--- config.mk ---
export PLATFORM = sky130hd
export DESIGN_NAME = overlay_mac_acc_pipe_flat
export DESIGN_NICKNAME = d
export VERILOG_FILES = /design/src/rtl/overlay_mac_acc_pipe_pkg.sv /design/src/rtl/overlay_mac_acc_pipe_if.sv /design/src/rtl/overlay_mac_acc_pipe_mult.sv /design/src/rtl/overlay_mac_acc_pipe.sv /design/src/flat_wrapper.sv
export SDC_FILE = /design/constraint.sdc
export NUM_CORES = 2
export LEC_CHECK = 0
export BUFFER_PORTS_ARGS = -buffer_cell sky130_fd_sc_hd__buf_2
export CAP_MARGIN = 10
export CELL_PAD_IN_SITES_DETAIL_PLACEMENT = 1
export CELL_PAD_IN_SITES_GLOBAL_PLACEMENT = 2
export CORE_ASPECT_RATIO = 0.75
export CORE_MARGIN = 2
export CORE_UTILIZATION = 36
export DETAILED_ROUTE_END_ITERATION = 16
export GPL_TIMING_DRIVEN = 1
export PLACE_DENSITY = 0.8
export RECOVER_POWER = 50
export SYNTH_ARGS = -nofsm -noshare
export SYNTH_HDL_FRONTEND = slang
export SYNTH_HIERARCHICAL = 1
export SYNTH_SLANG_ARGS = --single-unit
--- constraint.sdc ---
create_clock -name clk_i -period 5.5 [get_ports clk_i]
set_input_delay 0.275 -clock clk_i [delete_from_list [all_inputs] [get_ports clk_i]]
set_output_delay 0.275 -clock clk_i [all_outputs]
set_load 0.02 [all_outputs]
--- src/rtl/overlay_mac_acc_pipe_pkg.sv ---
// Shared widths, mode encodings and lane slice/extend helpers for the overlay MAC pipeline.
// Helpers work on a fixed 256-bit carrier so callers with any parameterisation can size-cast the result.
package overlay_mac_pkg;

    localparam int DATA_W_DEF = 16;
    localparam int LANES_DEF  = 2;
    localparam int ACC_W_DEF  = 40;
    localparam int CNT_W_DEF  = 8;

    localparam logic MODE_WIDE = 1'b0;
    localparam logic MODE_SIMD = 1'b1;

    localparam int MAX_W = 256;
    typedef logic [MAX_W-1:0] wide_t;

    function automatic wide_t lane_slice(input wide_t bus, input int lane, input int w);
        return (bus >> (lane * w)) & (~wide_t'(0) >> (MAX_W - w));
    endfunction

    function automatic wide_t sign_ext(input wide_t v, input int w, input logic sgn);
        wide_t r;
        logic  fill;
        fill = sgn & v[w-1];
        for (int i = 0; i < MAX_W; i++) begin
            r[i] = (i < w) ? v[i] : fill;
        end
        return r;
    endfunction

endpackage

--- src/rtl/overlay_mac_acc_pipe_if.sv ---
// Operand/result bundle between operand fetch, the MAC pipeline and the overlay result bus.
// master = producer/consumer side, slave = the MAC pipeline.
interface overlay_mac_acc_pipe_if
    import overlay_mac_pkg::*;
#(
    parameter int DATA_W = DATA_W_DEF,
    parameter int LANES  = LANES_DEF,
    parameter int ACC_W  = ACC_W_DEF,
    parameter int CNT_W  = CNT_W_DEF
) ();

    logic                      mode;
    logic [LANES*DATA_W-1:0]   a;
    logic [LANES*DATA_W-1:0]   b;
    logic                      a_sign;
    logic                      b_sign;
    logic [CNT_W-1:0]          acc_len;
    logic                      clear;
    logic                      in_valid;
    logic                      in_ready;
    logic [LANES*ACC_W-1:0]    S_reg;
    logic                      out_valid;
    logic                      out_ready;
    logic [LANES-1:0]          ovf;

    modport master (
        output mode, a, b, a_sign, b_sign, acc_len, clear, in_valid, out_ready,
        input  in_ready, S_reg, out_valid, ovf
    );

    modport slave (
        input  mode, a, b, a_sign, b_sign, acc_len, clear, in_valid, out_ready,
        output in_ready, S_reg, out_valid, ovf
    );

endinterface

--- src/rtl/overlay_mac_acc_pipe_mult.sv ---
// LANES parallel DATA_W x DATA_W multipliers, each operand optionally signed; purely combinational.
// Operands are extended to the product width so the truncated product is exact for every sign mix.
module overlay_simd_mult #(
    parameter int DATA_W = 16,
    parameter int LANES  = 2
) (
    input  logic [LANES*DATA_W-1:0]   a_i,
    input  logic [LANES*DATA_W-1:0]   b_i,
    input  logic                      a_sign_i,
    input  logic                      b_sign_i,
    output logic [LANES*2*DATA_W-1:0] prod_o
);

    for (genvar i = 0; i < LANES; i++) begin : g_mul
        logic [DATA_W-1:0]   a_l;
        logic [DATA_W-1:0]   b_l;
        logic [2*DATA_W-1:0] a_x;
        logic [2*DATA_W-1:0] b_x;

        assign a_l = a_i[i*DATA_W +: DATA_W];
        assign b_l = b_i[i*DATA_W +: DATA_W];
        assign a_x = {{DATA_W{a_sign_i & a_l[DATA_W-1]}}, a_l};
        assign b_x = {{DATA_W{b_sign_i & b_l[DATA_W-1]}}, b_l};
        assign prod_o[i*2*DATA_W +: 2*DATA_W] = a_x * b_x;
    end

endmodule

--- src/rtl/overlay_mac_acc_pipe.sv ---
// SIMD/wide multiply-accumulate, 3 stages (operand reg, multiply, accumulate); result 3 cycles after last beat.
// Whole pipe stalls while an unconsumed result is held; OVERLAY_MAC_ACC_SAT_EN selects clamping over wrap.
module overlay_mac_acc_pipe
    import overlay_mac_pkg::*;
#(
    parameter int DATA_W = DATA_W_DEF,
    parameter int LANES  = LANES_DEF,
    parameter int ACC_W  = ACC_W_DEF,
    parameter int CNT_W  = CNT_W_DEF
) (
    input  logic                 clk_i,
    input  logic                 reset_ni,
    overlay_mac_acc_pipe_if.slave mac_if
);

    localparam int PW = 2 * DATA_W;
    localparam int WW = LANES * ACC_W;

    logic                    adv;
    logic                    take;
    logic [CNT_W-1:0]        cnt_q, cnt_d, len_q, len_d, cur_len;
    logic                    gmode_q, gmode_d, cur_mode;
    logic                    beat_first, beat_last;

    logic                    s1_vld_q, s1_as_q, s1_bs_q, s1_mode_q, s1_first_q, s1_last_q;
    logic [LANES*DATA_W-1:0] s1_a_q, s1_b_q;
    logic [LANES*PW-1:0]     prod;

    logic                    s2_vld_q, s2_sgn_q, s2_mode_q, s2_first_q, s2_last_q;
    logic [LANES*PW-1:0]     s2_prod_q;

    logic [WW-1:0]           acc_q, acc_d, sreg_q, sreg_d;
    logic [LANES-1:0]        ovf_q, ovf_d;
    logic                    ovld_q, ovld_d;
    logic [WW-1:0]           simd_acc, wide_acc;
    logic [LANES-1:0]        simd_ov;
    logic                    wide_ov;

    assign adv             = !ovld_q | mac_if.out_ready;
    assign take            = mac_if.in_valid & adv & !mac_if.clear;
    assign mac_if.in_ready = adv;
    assign mac_if.S_reg    = sreg_q;
    assign mac_if.out_valid = ovld_q;
    assign mac_if.ovf      = ovf_q;

    // Length and mode come from the live inputs only on a group's first beat.
    always_comb begin
        beat_first = (cnt_q == '0);
        cur_len    = beat_first ? ((mac_if.acc_len == '0) ? CNT_W'(1) : mac_if.acc_len) : len_q;
        cur_mode   = beat_first ? mac_if.mode : gmode_q;
        beat_last  = (cnt_q == cur_len - 1'b1);
        cnt_d      = cnt_q;
        len_d      = len_q;
        gmode_d    = gmode_q;
        if (mac_if.clear) begin
            cnt_d   = '0;
            len_d   = '0;
            gmode_d = 1'b0;
        end else if (take) begin
            len_d   = cur_len;
            gmode_d = cur_mode;
            cnt_d   = beat_last ? '0 : cnt_q + 1'b1;
        end
    end

    always_ff @(posedge clk_i or negedge reset_ni) begin
        if (!reset_ni) begin
            s1_vld_q <= 1'b0; s1_a_q <= '0; s1_b_q <= '0; s1_as_q <= 1'b0; s1_bs_q <= 1'b0;
            s1_mode_q <= 1'b0; s1_first_q <= 1'b0; s1_last_q <= 1'b0;
        end else if (mac_if.clear) begin
            s1_vld_q <= 1'b0;
        end else if (adv) begin
            s1_vld_q   <= mac_if.in_valid;
            s1_a_q     <= mac_if.a;
            s1_b_q     <= mac_if.b;
            s1_as_q    <= mac_if.a_sign;
            s1_bs_q    <= mac_if.b_sign;
            s1_mode_q  <= cur_mode;
            s1_first_q <= beat_first;
            s1_last_q  <= beat_last;
        end
    end

    overlay_simd_mult #(.DATA_W(DATA_W), .LANES(LANES)) u_mult (
        .a_i      (s1_a_q),
        .b_i      (s1_b_q),
        .a_sign_i (s1_as_q),
        .b_sign_i (s1_bs_q),
        .prod_o   (prod)
    );

    always_ff @(posedge clk_i or negedge reset_ni) begin
        if (!reset_ni) begin
            s2_vld_q <= 1'b0; s2_prod_q <= '0; s2_sgn_q <= 1'b0;
            s2_mode_q <= 1'b0; s2_first_q <= 1'b0; s2_last_q <= 1'b0;
        end else if (mac_if.clear) begin
            s2_vld_q <= 1'b0;
        end else if (adv) begin
            s2_vld_q   <= s1_vld_q;
            s2_prod_q  <= prod;
            s2_sgn_q   <= s1_as_q | s1_bs_q;
            s2_mode_q  <= s1_mode_q;
            s2_first_q <= s1_first_q;
            s2_last_q  <= s1_last_q;
        end
    end

    for (genvar i = 0; i < LANES; i++) begin : g_lane
        logic [ACC_W-1:0] base, ext, sum, res;
        logic             cy, ov;

        assign base = s2_first_q ? '0 : acc_q[i*ACC_W +: ACC_W];
        assign ext  = ACC_W'(sign_ext(lane_slice(wide_t'(s2_prod_q), i, PW), PW, s2_sgn_q));
        assign {cy, sum} = {1'b0, base} + {1'b0, ext};
        assign ov   = s2_sgn_q ? ((base[ACC_W-1] == ext[ACC_W-1]) && (sum[ACC_W-1] != base[ACC_W-1])) : cy;
`ifdef OVERLAY_MAC_ACC_SAT_EN
        assign res  = !ov      ? sum :
                      !s2_sgn_q ? {ACC_W{1'b1}} :
                      ext[ACC_W-1] ? {1'b1, {(ACC_W-1){1'b0}}} : {1'b0, {(ACC_W-1){1'b1}}};
`else
        assign res  = sum;
`endif
        assign simd_acc[i*ACC_W +: ACC_W] = res;
        assign simd_ov[i] = ov;
    end

    // Wide mode: lane 0 product against the full-width accumulator, carry crossing lane boundaries.
    logic [WW-1:0] w_base, w_ext, w_sum;
    logic          w_cy;

    assign w_base = s2_first_q ? '0 : acc_q;
    assign w_ext  = WW'(sign_ext(lane_slice(wide_t'(s2_prod_q), 0, PW), PW, s2_sgn_q));
    assign {w_cy, w_sum} = {1'b0, w_base} + {1'b0, w_ext};
    assign wide_ov = s2_sgn_q ? ((w_base[WW-1] == w_ext[WW-1]) && (w_sum[WW-1] != w_base[WW-1])) : w_cy;
`ifdef OVERLAY_MAC_ACC_SAT_EN
    assign wide_acc = !wide_ov  ? w_sum :
                      !s2_sgn_q ? {WW{1'b1}} :
                      w_ext[WW-1] ? {1'b1, {(WW-1){1'b0}}} : {1'b0, {(WW-1){1'b1}}};
`else
    assign wide_acc = w_sum;
`endif

    always_comb begin
        acc_d  = acc_q;
        ovf_d  = ovf_q;
        sreg_d = sreg_q;
        ovld_d = ovld_q;
        if (mac_if.clear) begin
            acc_d  = '0;
            ovf_d  = '0;
            ovld_d = 1'b0;
        end else if (adv) begin
            ovld_d = s2_vld_q & s2_last_q;
            if (s2_vld_q) begin
                if (s2_mode_q == MODE_SIMD) begin
                    acc_d = simd_acc;
                    ovf_d = ovf_q | simd_ov;
                end else begin
                    acc_d = wide_acc;
                    ovf_d = ovf_q | LANES'(wide_ov);
                end
                if (s2_last_q) sreg_d = acc_d;
            end
        end
    end

    always_ff @(posedge clk_i or negedge reset_ni) begin
        if (!reset_ni) begin
            cnt_q   <= '0;
            len_q   <= '0;
            gmode_q <= 1'b0;
            acc_q   <= '0;
            ovf_q   <= '0;
            sreg_q  <= '0;
            ovld_q  <= 1'b0;
        end else begin
            cnt_q   <= cnt_d;
            len_q   <= len_d;
            gmode_q <= gmode_d;
            acc_q   <= acc_d;
            ovf_q   <= ovf_d;
            sreg_q  <= sreg_d;
            ovld_q  <= ovld_d;
        end
    end

endmodule

--- src/flat_wrapper.sv ---
// flat-port wrapper written by rule: the top's interface ports become plain ports
module overlay_mac_acc_pipe_flat import overlay_mac_pkg::*;
#(
    parameter int DATA_W = DATA_W_DEF,
    parameter int LANES  = LANES_DEF,
    parameter int ACC_W  = ACC_W_DEF,
    parameter int CNT_W  = CNT_W_DEF
)
  (clk_i, reset_ni, mac_if_mode, mac_if_a, mac_if_b, mac_if_a_sign, mac_if_b_sign, mac_if_acc_len, mac_if_clear, mac_if_in_valid, mac_if_out_ready, mac_if_in_ready, mac_if_S_reg, mac_if_out_valid, mac_if_ovf);
  overlay_mac_acc_pipe_if #(.DATA_W(DATA_W), .LANES(LANES), .ACC_W(ACC_W), .CNT_W(CNT_W)) mac_if_i ();
  input  logic clk_i;
  input  logic reset_ni;
  input wire logic [$bits(mac_if_i.mode)-1:0] mac_if_mode;
  input wire logic [$bits(mac_if_i.a)-1:0] mac_if_a;
  input wire logic [$bits(mac_if_i.b)-1:0] mac_if_b;
  input wire logic [$bits(mac_if_i.a_sign)-1:0] mac_if_a_sign;
  input wire logic [$bits(mac_if_i.b_sign)-1:0] mac_if_b_sign;
  input wire logic [$bits(mac_if_i.acc_len)-1:0] mac_if_acc_len;
  input wire logic [$bits(mac_if_i.clear)-1:0] mac_if_clear;
  input wire logic [$bits(mac_if_i.in_valid)-1:0] mac_if_in_valid;
  input wire logic [$bits(mac_if_i.out_ready)-1:0] mac_if_out_ready;
  output wire logic [$bits(mac_if_i.in_ready)-1:0] mac_if_in_ready;
  output wire logic [$bits(mac_if_i.S_reg)-1:0] mac_if_S_reg;
  output wire logic [$bits(mac_if_i.out_valid)-1:0] mac_if_out_valid;
  output wire logic [$bits(mac_if_i.ovf)-1:0] mac_if_ovf;
  assign mac_if_i.mode = mac_if_mode;
  assign mac_if_i.a = mac_if_a;
  assign mac_if_i.b = mac_if_b;
  assign mac_if_i.a_sign = mac_if_a_sign;
  assign mac_if_i.b_sign = mac_if_b_sign;
  assign mac_if_i.acc_len = mac_if_acc_len;
  assign mac_if_i.clear = mac_if_clear;
  assign mac_if_i.in_valid = mac_if_in_valid;
  assign mac_if_i.out_ready = mac_if_out_ready;
  assign mac_if_in_ready = mac_if_i.in_ready;
  assign mac_if_S_reg = mac_if_i.S_reg;
  assign mac_if_out_valid = mac_if_i.out_valid;
  assign mac_if_ovf = mac_if_i.ovf;
  overlay_mac_acc_pipe #(.DATA_W(DATA_W), .LANES(LANES), .ACC_W(ACC_W), .CNT_W(CNT_W)) u_core (.clk_i(clk_i), .reset_ni(reset_ni), .mac_if(mac_if_i));
endmodule
==> results.py <==
metrics = {
    "hold_path": {
        "hold_start": "mac_if_acc_len[5]",
        "hp-class": "primary input to register",
        "min_to": "u_core/len_q[5]",
        "holdPathStages": 3,
    },
    "detailed_routing": {
        "drt_pre_antenna_iters": 5,
        "drt-initial-drc-count": 1996,
        "finalWirelength_um": 144100,
        "drc_errors": 0,
        "viasPerCell": 5.128,
        "wl_per_cell_um": 20.20,
        "vias": 36590,
        "ant_nets": 0,
    },
    "global_routing": {
        "grt_pass1_wl_um": 231200,
        "grt_max_degree": 103,
        "overflow": 0,
        "antenna_found_initial": 2,
        "grt_pass1_vias": 40370,
        "track_usage": 0.2445,
    },
    "timing": {
        "finalClockSkew_ns": 0.05443,
        "fin_crit_sh": 1.088,
        "timing.fmax_mhz": 167.1,
        "rsz0062_at_grt": "yes",
        "holdWs_ns": 0.03630,
        "slew_headroom": -2.016,
        "drv_slew": 90,
        "finalHoldViolations": 0,
        "setup_viol": 29,
        "fin_ws_ns": -0.4861,
        "fin_crit_ns": 5.986,
        "worstMarginPinSlew_ns": 4.524,
    },
    "placement": {
        "place_congestion": 0.8919,
        "place_area_mm2": 0.04727,
        "dp_hpwl_um": 112500,
        "port_buffers": 163,
        "place_inst": 6879,
        "pre_cts_slack_ns": -0.6302,
    },
    "worst_setup_path": {
        "cp_data_arrival_time_ns": 6.53,
        "r2r_setup_slack_ns": -0.49,
        "path_cells": "buf_6 > buf_6 > and2_4 > fa_2 > inv_2 > fa_2 > inv_2 > fa_2 > fa_1 > fa_1 > inv_2 > fa_1 > inv_2 > ha_4 > nand2_4 > a32o_2 > o31ai_4 > a311o_1 > a41oi_2 > and2b_1 > xnor2_1 > nand2_1 > nand2_1",
        "ff2ff_path_depth": 23,
        "reg2reg_to": "u_core/s2_prod_q[29]",
        "cp_top_family": "adder cells",
        "cp_slowest_cell": "fa_1",
        "cpPeakStageDelay_ns": 0.57,
        "critPathMaxFanout": 4,
        "worstSetupPathType": "register to register",
        "required_ns": 6.05,
        "cp_common_cell": "inv_2",
        "path_buf_inv": 6,
        "start_kind": "register",
        "end_kind": "register",
        "reg2reg_from": "u_core/s1_b_q[5]",
    },
    "final_layout": {
        "layout-drive-gt1-share": 0.1826,
        "nets": 6467,
        "final_cell_area_mm2": 0.05159,
        "area_growth_pct": 22.03,
        "final_cells": 7136,
        "n_antenna_cell": 0,
        "postLayoutCoreUtil": 0.4445,
    },
    "floorplanning": {
        "core_area_mm2": 0.1161,
        "start_util": 0.3643,
        "ios": 164,
        "chipHeight_um": 300.8,
        "fp-row-count": 108,
        "dieWidth_um": 399.7,
        "dieArea_mm2": 0.1202,
    },
    "synth": {
        "ys_seq_area_frac": 0.1888,
        "synth_top_family_by_area": "adder cells",
        "ys.flop_type": "dfrtp_1",
        "synth-xor-area-share": 0.04578,
        "syn_nets": 5950,
        "syn_inst": 5046,
        "yosysWarnings": 6,
        "ys_types": 109,
        "synth.avg_cell_area_um2": 8.379,
        "synthMuxAreaShare": 0.009351,
        "synth_most_common_cell": "nand2_1",
        "synth_compound_area_frac": 0.1195,
        "synth_common_cells": "nand2_1, inv_1, fa_1",
        "synthAdderAreaFrac": 0.3453,
        "ys_seq_elements": 319,
        "synth-simple-area-share": 0.2052,
        "yosys.area.top_type": "fa_1",
        "netlist_area_mm2": 0.04228,
        "synthTopCellsByArea": "fa_1, dfrtp_1, nand2_1, ha_1, inv_1",
        "async_flop_share": 1.000,
        "synth_edf_count": 0,
        "synth_top_area_frac": 0.2680,
    },
    "power": {
        "switching_share": 0.4757,
        "combPwrFrac": 0.831,
        "pwr_density_cell_mw_per_mm2": 735.6,
        "power_frac_seq": 0.085,
        "ir_worst_vdd_v": 0.0009828,
        "intPower_mw": 19.90,
        "p_clk_frac": 0.084,
        "p_switching_mw": 18.05,
        "p_leak_nw": 25.47,
    },
    "clock_network": {
        "numCtsBuffers": 44,
        "cts.sinks": 319,
        "clkLatencyLatePin_ns": 0.63,
        "cts_tree": "built",
        "cts_buffer_depth": 3,
        "ctsHtreeMaxLevel": 2,
        "cts.root.buffer_cell": "clkbuf_16",
        "cts.clk_slew.worst_paths_ns": 0.07,
    },
    "run_status": {
        "violations": "max-capacitance violations, max-slew violations, negative setup slack",
        "outcome": "complete, but fails checks",
    },
    "flow_run": {
        "cap_viol_max_count": 1,
    },
}
-- power groups by stage --
stage               clock network, mW  registers, mW  logic (mW)
finish                           3.19           3.23        31.5
global route                     3.38           3.28        34.8
global placement                    0           3.27        25.2
floorplan                           0           3.06        16.6
detailed placement                  0           3.28        25.9
CTS                              3.28           3.24        28.7
-- stage by stage --
step / power (mW) / TNS [ns]
after floorplan: 19.64 / -1.175
after global placement: 28.44 / -10.58
after detailed placement: 29.22 / -13.59
after CTS: 35.27 / -7.481
after global routing: 41.42 / -16.15
final: 37.95 / -8.743
-- worst register-to-register path, delay by kind of cell (launching register included) --
| kind | cells | cell delay, ns |
|---|---|---|
| AO/OA/AOI/OAI | 4 | 1.05 |
| XOR/XNOR | 1 | 0.16 |
| adder cells (fa/ha/maj) | 7 | 3.29 |
| buffers and inverters | 6 | 0.41 |
| flip-flops | 1 | 0.46 |
| AND/OR/NAND/NOR | 5 | 0.54 |
-- repair_timing --
action                                  4_1_cts  5_1_grt
hold buffers                                 74        0
endpoints found under the setup margin       34       39
endpoints found under the hold margin       161        0
setup buffers                                70       38
pin swaps                                   132      137
resized for setup                           216      163
-- layout by cell type (no fill, tap or decap), types with 44 or more instances in the layout --
cell type and count:
clkbuf_16 44, nor2b_1 84, fa_1 540, xor2_1 68
ha_1 220, clkbuf_1 83, nand2_1 1043, and2_1 249
dlygate4sd3_1 74, buf_4 398, nand3_1 53, buf_6 59
xnor2_1 144, nor2_1 184, a21oi_1 213, inv_1 636
nor3_1 46, inv_2 60, a21o_1 52, dfrtp_1 280
o21ai_0 166, buf_2 78
-- layout make-up --
| class | count | area, µm² |
|---|---|---|
| Fill cell | 13650 | 64480 |
| Multi-Input combinational cell | 3783 | 31920 |
| Sequential cell | 319 | 8034 |
| Timing Repair Buffer | 715 | 5510 |
| Inverter | 700 | 2633 |
| Tap cell | 1540 | 1927 |
| Clock buffer | 51 | 1197 |
| Clock inverter | 28 | 374.1 |
-- routing by layer --
layer	routed length [µm]	part of all wire	GRT usage	vias up
li1	-	-	-	17060
met1	70280	0.49	0.3583	18750
met2	64380	0.45	0.3801	646
met3	6630	0.046	0.03669	139
met4	2826	0.020	0.05505	2
met5	13	0.000090	0	-
-- cell families after synthesis --
kind of cell,count (synthesis)
buffers and inverters,944
AOI/OAI and AO/OA,792
adders and majority gates,828
DFF,319
xor gates and xnor gates,221
muxes,37
and+or+nand+nor,1905
-- worst max-delay path by stage --
stage                                 start                   end  slack, ns  cells past startpoint
after floorplan           u_core/s1_b_q[26]  u_core/s2_prod_q[63]      -0.16                     25
after global placement       u_core/s1_as_q  u_core/s2_prod_q[27]      -0.52                     23
after detailed placement  u_core/s1_b_q[21]  u_core/s2_prod_q[56]      -0.63                     24
after CTS                  u_core/s1_b_q[7]  u_core/s2_prod_q[29]      -0.42                     22
after global routing       u_core/s1_b_q[4]  u_core/s2_prod_q[29]      -0.65                     23
final                      u_core/s1_b_q[5]  u_core/s2_prod_q[29]      -0.49                     23
Note: power is estimated with default switching activity, not from simulation.
